--- src/rtl/skl_pkg.sv ---
// Shared definitions for the sliced Sklansky arithmetic blocks.
package skl_pkg;

   localparam int SLICE_W = 8;

   typedef enum logic [1:0] {
      IDLE = 2'd0,
      RUN  = 2'd1,
      DONE = 2'd2
   } state_t;

   // Ceiling log2; returns 0 for v <= 1.
   function automatic int clog2(input int v);
      int r;
      r = 0;
      for (int i = 0; i < 32; i++) begin
         if ((1 << r) < v) r = r + 1;
      end
      return r;
   endfunction

endpackage

--- src/rtl/skl8.sv ---
// 8-bit Sklansky parallel-prefix adder: s = x1 + x2 + cin, cout = carry out.
module skl8
   import skl_pkg::*;
(
   input  logic [SLICE_W-1:0] x1,
   input  logic [SLICE_W-1:0] x2,
   input  logic               cin,
   output logic [SLICE_W-1:0] s,
   output logic               cout
);

   // One Sklansky level: bits whose lv-th index bit is set absorb the group
   // ending just below their aligned 2^lv block. Returns {g, p}.
   function automatic logic [2*SLICE_W-1:0] sk_level(input logic [SLICE_W-1:0] g,
                                                      input logic [SLICE_W-1:0] p,
                                                      input int lv);
      logic [SLICE_W-1:0] gn;
      logic [SLICE_W-1:0] pn;
      int j;
      gn = g;
      pn = p;
      for (int i = 0; i < SLICE_W; i++) begin
         if (((i >> lv) & 1) == 1) begin
            j = ((i >> lv) << lv) - 1;
            gn[i] = g[i] | (p[i] & g[j]);
            pn[i] = p[i] & p[j];
         end
      end
      return {gn, pn};
   endfunction

   logic [SLICE_W-1:0] g0, p0, g1, p1, g2, p2, g3, p3;
   logic [SLICE_W:0]   c;

   assign g0 = x1 & x2;
   assign p0 = x1 ^ x2;
   assign {g1, p1} = sk_level(g0, p0, 0);
   assign {g2, p2} = sk_level(g1, p1, 1);
   assign {g3, p3} = sk_level(g2, p2, 2);

   // Carry into each bit from the prefix group [0..i] and the slice carry-in.
   always_comb begin
      c    = '0;
      c[0] = cin;
      for (int i = 0; i < SLICE_W; i++) begin
         c[i+1] = g3[i] | (p3[i] & cin);
      end
   end

   assign s    = p0 ^ c[SLICE_W-1:0];
   assign cout = c[SLICE_W];

endmodule

--- src/rtl/skl_32_sub_seq8.sv ---
// Multi-cycle subtractor: d = x1 - x2 - bin, one 8-bit slice per clock
// through a single shared skl8, evaluated as x1 + ~x2 + ~bin.
module skl_32_sub_seq8
   import skl_pkg::*;
#(
   parameter int WIDTH = 32
) (
   input  logic             clk,
   input  logic             rst,
   input  logic             in_valid,
   output logic             in_ready,
   input  logic [WIDTH-1:0] x1,
   input  logic [WIDTH-1:0] x2,
   input  logic             bin,
   output logic             out_valid,
   input  logic             out_ready,
   output logic [WIDTH-1:0] d,
   output logic             bout
);

   localparam int NSLICE = WIDTH / SLICE_W;
   localparam int IDX_W  = (NSLICE > 1) ? clog2(NSLICE) : 1;
   localparam logic [IDX_W-1:0] LAST = IDX_W'(NSLICE - 1);

   state_t                            state;
   logic [IDX_W-1:0]                  idx;
   logic [NSLICE-1:0][SLICE_W-1:0]    x1_r;
   logic [NSLICE-1:0][SLICE_W-1:0]    x2_r;
   logic [NSLICE-1:0][SLICE_W-1:0]    dw;
   logic [NSLICE-1:0][SLICE_W-1:0]    dw_nxt;
   logic [NSLICE-1:0][SLICE_W-1:0]    d_r;
   logic                              carry;
   logic                              bout_r;
   logic [SLICE_W-1:0]                sum;
   logic                              cout;

   assign in_ready  = (state == IDLE);
   assign out_valid = (state == DONE);
   assign d         = d_r;
   assign bout      = bout_r;

   skl8 u_skl8 (
      .x1   (x1_r[idx]),
      .x2   (~x2_r[idx]),
      .cin  (carry),
      .s    (sum),
      .cout (cout)
   );

   // Working difference with the current slice merged in; the last slice
   // loads d straight from this so d sees the complete result.
   always_comb begin
      dw_nxt      = dw;
      dw_nxt[idx] = sum;
   end

   // Control FSM, operand capture, slice writeback and result registers.
   always_ff @(posedge clk or posedge rst) begin
      if (rst) begin
         state  <= IDLE;
         idx    <= '0;
         x1_r   <= '0;
         x2_r   <= '0;
         dw     <= '0;
         carry  <= 1'b0;
         d_r    <= '0;
         bout_r <= 1'b0;
      end else begin
         case (state)
            IDLE: begin
               if (in_valid) begin
                  x1_r  <= x1;
                  x2_r  <= x2;
                  carry <= ~bin;
                  dw    <= '0;
                  idx   <= '0;
                  state <= RUN;
               end
            end
            RUN: begin
               dw    <= dw_nxt;
               carry <= cout;
               if (idx == LAST) begin
                  d_r    <= dw_nxt;
                  bout_r <= ~cout;
                  idx    <= '0;
                  state  <= DONE;
               end else begin
                  idx <= idx + 1'b1;
               end
            end
            DONE: begin
               if (out_ready) state <= IDLE;
            end
            default: state <= IDLE;
         endcase
      end
   end

endmodule

--- config.mk ---
export PLATFORM = sky130hd
export DESIGN_NAME = skl_32_sub_seq8
export DESIGN_NICKNAME = d
export VERILOG_FILES = /design/src/rtl/skl_pkg.sv /design/src/rtl/skl8.sv /design/src/rtl/skl_32_sub_seq8.sv
export SDC_FILE = /design/constraint.sdc
export NUM_CORES = 1
export LEC_CHECK = 0
export ABC_AREA = 1
export CORE_MARGIN = 5
export CORE_UTILIZATION = 49
export DETAILED_ROUTE_END_ITERATION = 8
export PLACE_DENSITY = 0.86
export SYNTH_ARGS = -nofsm -noshare
export SYNTH_HDL_FRONTEND = slang
export SYNTH_HIERARCHICAL = 1
export SYNTH_SLANG_ARGS = --single-unit
--- constraint.sdc ---
create_clock -name clk -period 4.45 [get_ports clk]
set_input_delay 0.89 -clock clk [delete_from_list [all_inputs] [get_ports clk]]
set_output_delay 0.89 -clock clk [all_outputs]
set_load 0.02 [all_outputs]
==> key figures, run 1 <==
Run status
  – Status: completed

Finish
  – Ant. Diodes: 0
  – Most frequent cells in the layout: nand2_1, dfrtp_1, clkdlybuf4s50_1
  – Non-Filler Instances: approximately 1200
  – Final core utilization: 62.3%
  – Number of nets in the layout: 1046
  – Syn-to-layout area delta: 25.2%
  – Commonest non-fill, non-tap cell in the layout: nand2_1
  – Share of layout cells above drive strength 1: 5.24%
  – Post-route design area: 8210 µm²

Min path
  – HP Class: reg -> reg

Die
  – Core box area: 13200 µm²
  – Die width: 126 µm
  – Die area: 15800 µm²
  – Site Rows: 42
  – # IOs: approximately 100
  – Vert. Die Dim: 126 µm
  – Initial core utilization: 49.7%

Clocking
  – CTS Buf Count: 17
  – Clock sink count: 133
  – TritonCTS clock tree: built
  – Post-CTS Hold Buffers: 0
  – Worst-skew pair later-pin latency: 0.42 ns
  – CTS root buffer: clkbuf_16
  – Resize count post-CTS: 0
  – Reg clk slew, reported paths: 0.05 ns
  – Maximum clock path buffer count: 2
  – H-tree depth: 4
  – Post-CTS setup buffers: 0

Synth
  – Synth top area cells: dfrtp_1, nand2_1, nand3_1
  – #FFs+latches synth: 133
  – Mapped Nets: 961
  – Synth unique cells: 25
  – Share of the synthesized area in the top cell type: 50.8%
  – Sequential share of the synthesized area: around half
  – Gate Count Post-Synth: around 880
  – Ys Warns: 6
  – Post-Syn Area: ~6600 µm²
  – Avg Cell Area, Syn: approximately 7.5 µm²
  – Post-synth top area cell: dfrtp_1

Pwr
  – Leakage: 4.30 nW
  – VDD IR max: 473 µV
  – PwrDens: approximately 860 nW/µm²

STA
  – Max Slew Vio Count: 0
  – Setup TNS: 0 ns
  – Hold Vio Cnt, Final: 0
  – Tcrit/Tclk final: 68.5%
  – Final min period: approximately 3.0 ns
  – Worst-margin pin slew: about 0.86 ns
  – Setup Skew: 0.00429 ns
  – RSZ-0062 raised after global routing: false
  – Max Fclk: around 330 MHz
  – Relative slew slack: about 42%
  – Final setup violation count: 0
  – Fin Hold WS: 0.469 ns

Setup path
  – Crit-path leading delay family: simple AND/OR/NAND/NOR gates
  – WS Path Type: reg -> reg
  – Worst-path cell chain: buf_4 > clkinv_1 > o211ai_1 > nand2_1 > ha_1 > nand2_1 > nand3_2 > nand2_1 > nand2_1 > a21oi_1 > nand2_1 > o21ai_0 > nand2_1 > nand2_1
  – Worst EP arrival: 3.40 ns
  – Crit. End Element: flop
  – Crit path max fanout: 21
  – CP Buf/Inv Count: 2
  – Flop2flop setup slack: around 1.4 ns
  – Crit start category: flop
  – Max stage delay on crit path: 0.48 ns
  – Slowest CP cell: clkinv_1
  – Most frequent CP cell: nand2_1
  – Crit path required time: between 4 and 5 ns

Route
  – DR vias/cell: 5.12
  – Router iterations before antenna repair: 5
  – DRC errors left: 0
  – WL final: 16100 µm
  – Post-detailed-route wirelength per cell: between 10 and 15 µm
  – DRT iter0 DRCs: 584
  – Vias: 5892
  – Antenna Nets Post-Route: 0

Place
  – Dpl cells: 1120
  – Dpl cell area: 7660 µm²
  – DP HPWL: 11100 µm
  – IO buf count: between 100 and 150
  – GP Congestion: 0.855

Flow run
  – Max cap viols: 0

GRT
  – Initial antenna violation count: 0
  – Global-route wire length before repair: 27300 µm
  – GRT overflow: 0
  – Pin count of the biggest net entering global routing: 67
  – Vias in the first global route: 5813
  – All-Layer GR Usage: 21.2%
## cell type report
| class | count | area, µm² |
|---|---|---|
| Clock buffer | 26 | 509 |
| Clock inverter | 4 | 45.0 |
| Fill cell | 1107 | 4980 |
| Inverter | 61 | 231 |
| Multi-Input combinational cell | 637 | 2780 |
| Sequential cell | 133 | 3330 |
| Tap cell | 176 | 220 |
| Timing Repair Buffer | 113 | 1100 |
## Yosys cell counts
master / number
nand2_1: 473
o21ai_2: 1
buf_4: 5
o21ai_0: 32
o211ai_1: 8
clkbuf_1: 12
buf_2: 29
clkinv_1: 1
buf_1: 1
nor2_4: 1
nand3_2: 2
inv_2: 3
fa_1: 1
nand4_1: 3
nand3_1: 88
nor2_1: 3
nor2_2: 3
nand2_2: 2
inv_1: 57
dfrtp_1: 133
a21oi_1: 3
o31ai_1: 1
xnor2_1: 1
ha_1: 13
xor2_1: 2
## registers in the layout, summed over array words and instances, names as in the netlist
register and count:
state 2, idx 2, d 32, x1_r 32, dw 31, carry 1
bout 1, x2_r 32
## tightest hold or removal path: stages, from the launching register on
cell and delay (ns):
dfrtp_1 0.34, nand2_1 0.05, nand2_1 0.05
## cells by family after synthesis
| family | share of synthesized area [%] |
|---|---|
| buf+inv | 7.02 |
| xor+xnor | 0.401 |
| compound gates | 3.84 |
| fa+ha+maj | 2.79 |
| flops | 50.8 |
| simple gates | 35.2 |
## layer usage
layer / part of all wire [%] / global-route usage [%]
met1: 43 / 27.9
met5: 0 / 0
met4: 2.5 / 7.46
met3: 7.0 / 5.97
met2: 48 / 33.9
## report_power, final
group / switching [mW] / leakage (nW) / total (mW) / internal [mW]
sequential: 0.315 / 1.70 / 2.04 / 1.73
combinational: 2.45 / 2.32 / 3.67 / 1.22
clock: 0.481 / 0.276 / 1.31 / 0.833
## through the flow
step / worst slack, ns / power (mW)
after floorplan: 0.00560 / 4.57
after global placement: 1.66 / 5.51
after detailed placement: 1.52 / 5.66
after CTS: 1.46 / 7.02
after global routing: 1.13 / 7.62
final: 1.40 / 7.03
## worst paths after layout
kind / endpoint / depth (start not counted) / from
max reg2reg: d[3] / 14 / idx[1]
min in group asynchronous: x1_r[11] / 2 / rst
min: x2_r[12] / 2 / x2_r[12]
max: d[3] / 14 / idx[1]
min reg2reg: x2_r[12] / 2 / x2_r[12]
max in group asynchronous: dw[0] / 3 / rst
Power figures use the tool's default switching activity.
==> run 2: changes to the inputs <==
- CORE_UTILIZATION: 49 -> 54
- PLACE_DENSITY: 0.86 -> 0.89
- clock period: 4.45 -> 3.1 ns (I/O delays scaled with it)
==> run 2 against run 1 <==
Compared with the run above: final cell count is 2.3% lower; global-route usage is 2.9 points higher; clock skew grew 0.0032 ns; hold slack gained 0.0020 ns; die area is 8.5% lower; non-clock buffer count up 2; fmax grew 9.8%; sequential share of layout area down 0.18 points.
==> key figures, run 2 (synthesis results as in run 1) <==
Run status
  – Status: completed

Setup path
  – Crit path required time: 3.45 ns
  – WS Path Type: reg -> reg
  – Crit path max fanout: 26
  – Max stage delay on crit path: 0.44 ns
  – Most frequent CP cell: nand2_1
  – CP Buf/Inv Count: 1
  – Crit start category: flop
  – Crit-path leading delay family: simple AND/OR/NAND/NOR gates
  – Worst EP arrival: approximately 3.1 ns
  – Crit. End Element: flop
  – Slowest CP cell: xor2_1
  – Flop2flop setup slack: 0.32 ns
  – Worst-path cell chain: inv_2 > nand2_1 > nand3_1 > nand2_1 > ha_1 > nand2_1 > nand3_2 > nand2_1 > nand2_1 > xor2_1 > nand2_1 > o21ai_0 > nand2_1 > nand2_1

Pwr
  – VDD IR max: 525 µV
  – Final total power: 10.3 mW
  – PwrDens: 1250 nW/µm²
  – Leakage: 4.31 nW

Route
  – Vias: 6001
  – Router iterations before antenna repair: 8
  – DRT iter0 DRCs: 546
  – Post-detailed-route wirelength per cell: 14.8 µm
  – DRC errors left: 0
  – DR vias/cell: 5.34
  – Antenna Nets Post-Route: 0
  – WL final: 16600 µm

STA
  – Max Fclk: 360 MHz
  – Tcrit/Tclk final: 89.6%
  – Max Slew Vio Count: 0
  – Hold Vio Cnt, Final: 0
  – Setup Skew: 0.00751 ns
  – Relative slew slack: 53.4%
  – Fin Hold WS: 0.471 ns
  – Setup TNS: 0 ns
  – Fin worst setup slack: 0.324 ns
  – RSZ-0062 raised after global routing: false
  – Final min period: 2.78 ns
  – Worst-margin pin slew: between 0.6 and 0.7 ns
  – Final setup violation count: 0

Clocking
  – TritonCTS clock tree: built
  – Resize count post-CTS: 0
  – Reg clk slew, reported paths: approximately 0.06 ns
  – H-tree depth: 4
  – Clock sink count: 133
  – Worst-skew pair later-pin latency: 0.41 ns
  – Maximum clock path buffer count: 2
  – Post-CTS setup buffers: 0
  – CTS Buf Count: 17
  – CTS root buffer: clkbuf_16
  – Post-CTS Hold Buffers: 0

Finish
  – Final core utilization: 69.0%
  – Syn-to-layout area delta: 25.8%
  – Most frequent cells in the layout: nand2_1, dfrtp_1, clkdlybuf4s50_1
  – Ant. Diodes: 0
  – Number of nets in the layout: 1048
  – Share of layout cells above drive strength 1: between 5 and 6%
  – Commonest non-fill, non-tap cell in the layout: nand2_1

Die
  – # IOs: ~100
  – Core box area: 12000 µm²
  – Vert. Die Dim: 120 µm
  – Die width: 120 µm
  – Site Rows: 40
  – Die area: 14400 µm²
  – Initial core utilization: 54.8%

Flow run
  – Max cap viols: 0

Place
  – GP Congestion: 0.904
  – Place WS: 0.463 ns
  – IO buf count: 103
  – DP HPWL: 11100 µm

GRT
  – Global-route wire length before repair: 28100 µm
  – Initial antenna violation count: 0
  – Vias in the first global route: approximately 6000
  – All-Layer GR Usage: between 20% and 30%
  – GRT overflow: 0
  – Pin count of the biggest net entering global routing: 134

Min path
  – HP Class: reg -> reg
[run 2: cell count changes in the layout (fill, tap and decap cells not counted)]
cell | previous run | this run
buf_4 | 10 | 11
clkinv_4 | 0 | 3
bufinv_16 | 1 | 3
clkinv_2 | 3 | 2
inv_4 | 1 | 0
clkinvlp_4 | 0 | 5
clkbuf_8 | 5 | 1
clkbuf_1 | 4 | 1
buf_12 | 0 | 1
[run 2: worst paths after layout]
kind / from / to / cells after the start
setup / recovery: idx[0] / dw[12] / 14
hold / removal: x2_r[31] / x2_r[31] / 2
setup reg to reg: idx[0] / dw[12] / 14
hold reg to reg: x2_r[31] / x2_r[31] / 2
max in group asynchronous: rst / x2_r[8] / 3
min in group asynchronous: rst / d[26] / 3
[run 2: routing by layer]
| metal | vias to the layer above | track usage, % | wire length, µm |
|---|---|---|---|
| li1 | 2890 | - | - |
| met1 | 2808 | 30.4 | 6780 |
| met2 | 261 | 40.5 | 8280 |
| met3 | 42 | 5.47 | 1160 |
| met4 | 0 | 9.38 | 403 |
| met5 | - | 0 | 0 |
[run 2: metrics by stage]
stage / std cells / cell area (µm²)
after floorplan: 878 / 6560
after global placement: 1093 / 7650
after detailed placement: 1093 / 7650
after CTS: 1124 / 8250
after global routing: 1124 / 8250
final: 1124 / 8250
[run 2: worst min-delay path: cells and delay by family (launching register included)]
family	cells	cell delay (ns)
DFF	1	0.34
and+or+nand+nor	2	0.11
[run 2: layout make-up]
class / count / area, µm²
Clock buffer: 19 / 443
Tap cell: 147 / 184
Sequential cell: 133 / 3330
Clock inverter: 12 / 156
Inverter: 61 / 233
Timing Repair Buffer: 115 / 1130
Fill cell: 929 / 3710
Multi-Input combinational cell: 637 / 2780
[run 2: where the power goes]
part           switching (mW)  total [mW]  internal, mW
Combinational            3.60        5.37          1.78
Clock                   0.751        2.03          1.28
Sequential              0.461        2.94          2.48
Total                    4.81        10.3          5.54
==> run 3: changes to the inputs <==
- ABC_CLOCK_PERIOD_IN_PS: default -> 3100
==> results of run 3 <==
Same layout as run 2: the final DEF is identical, and so are final timing and power.
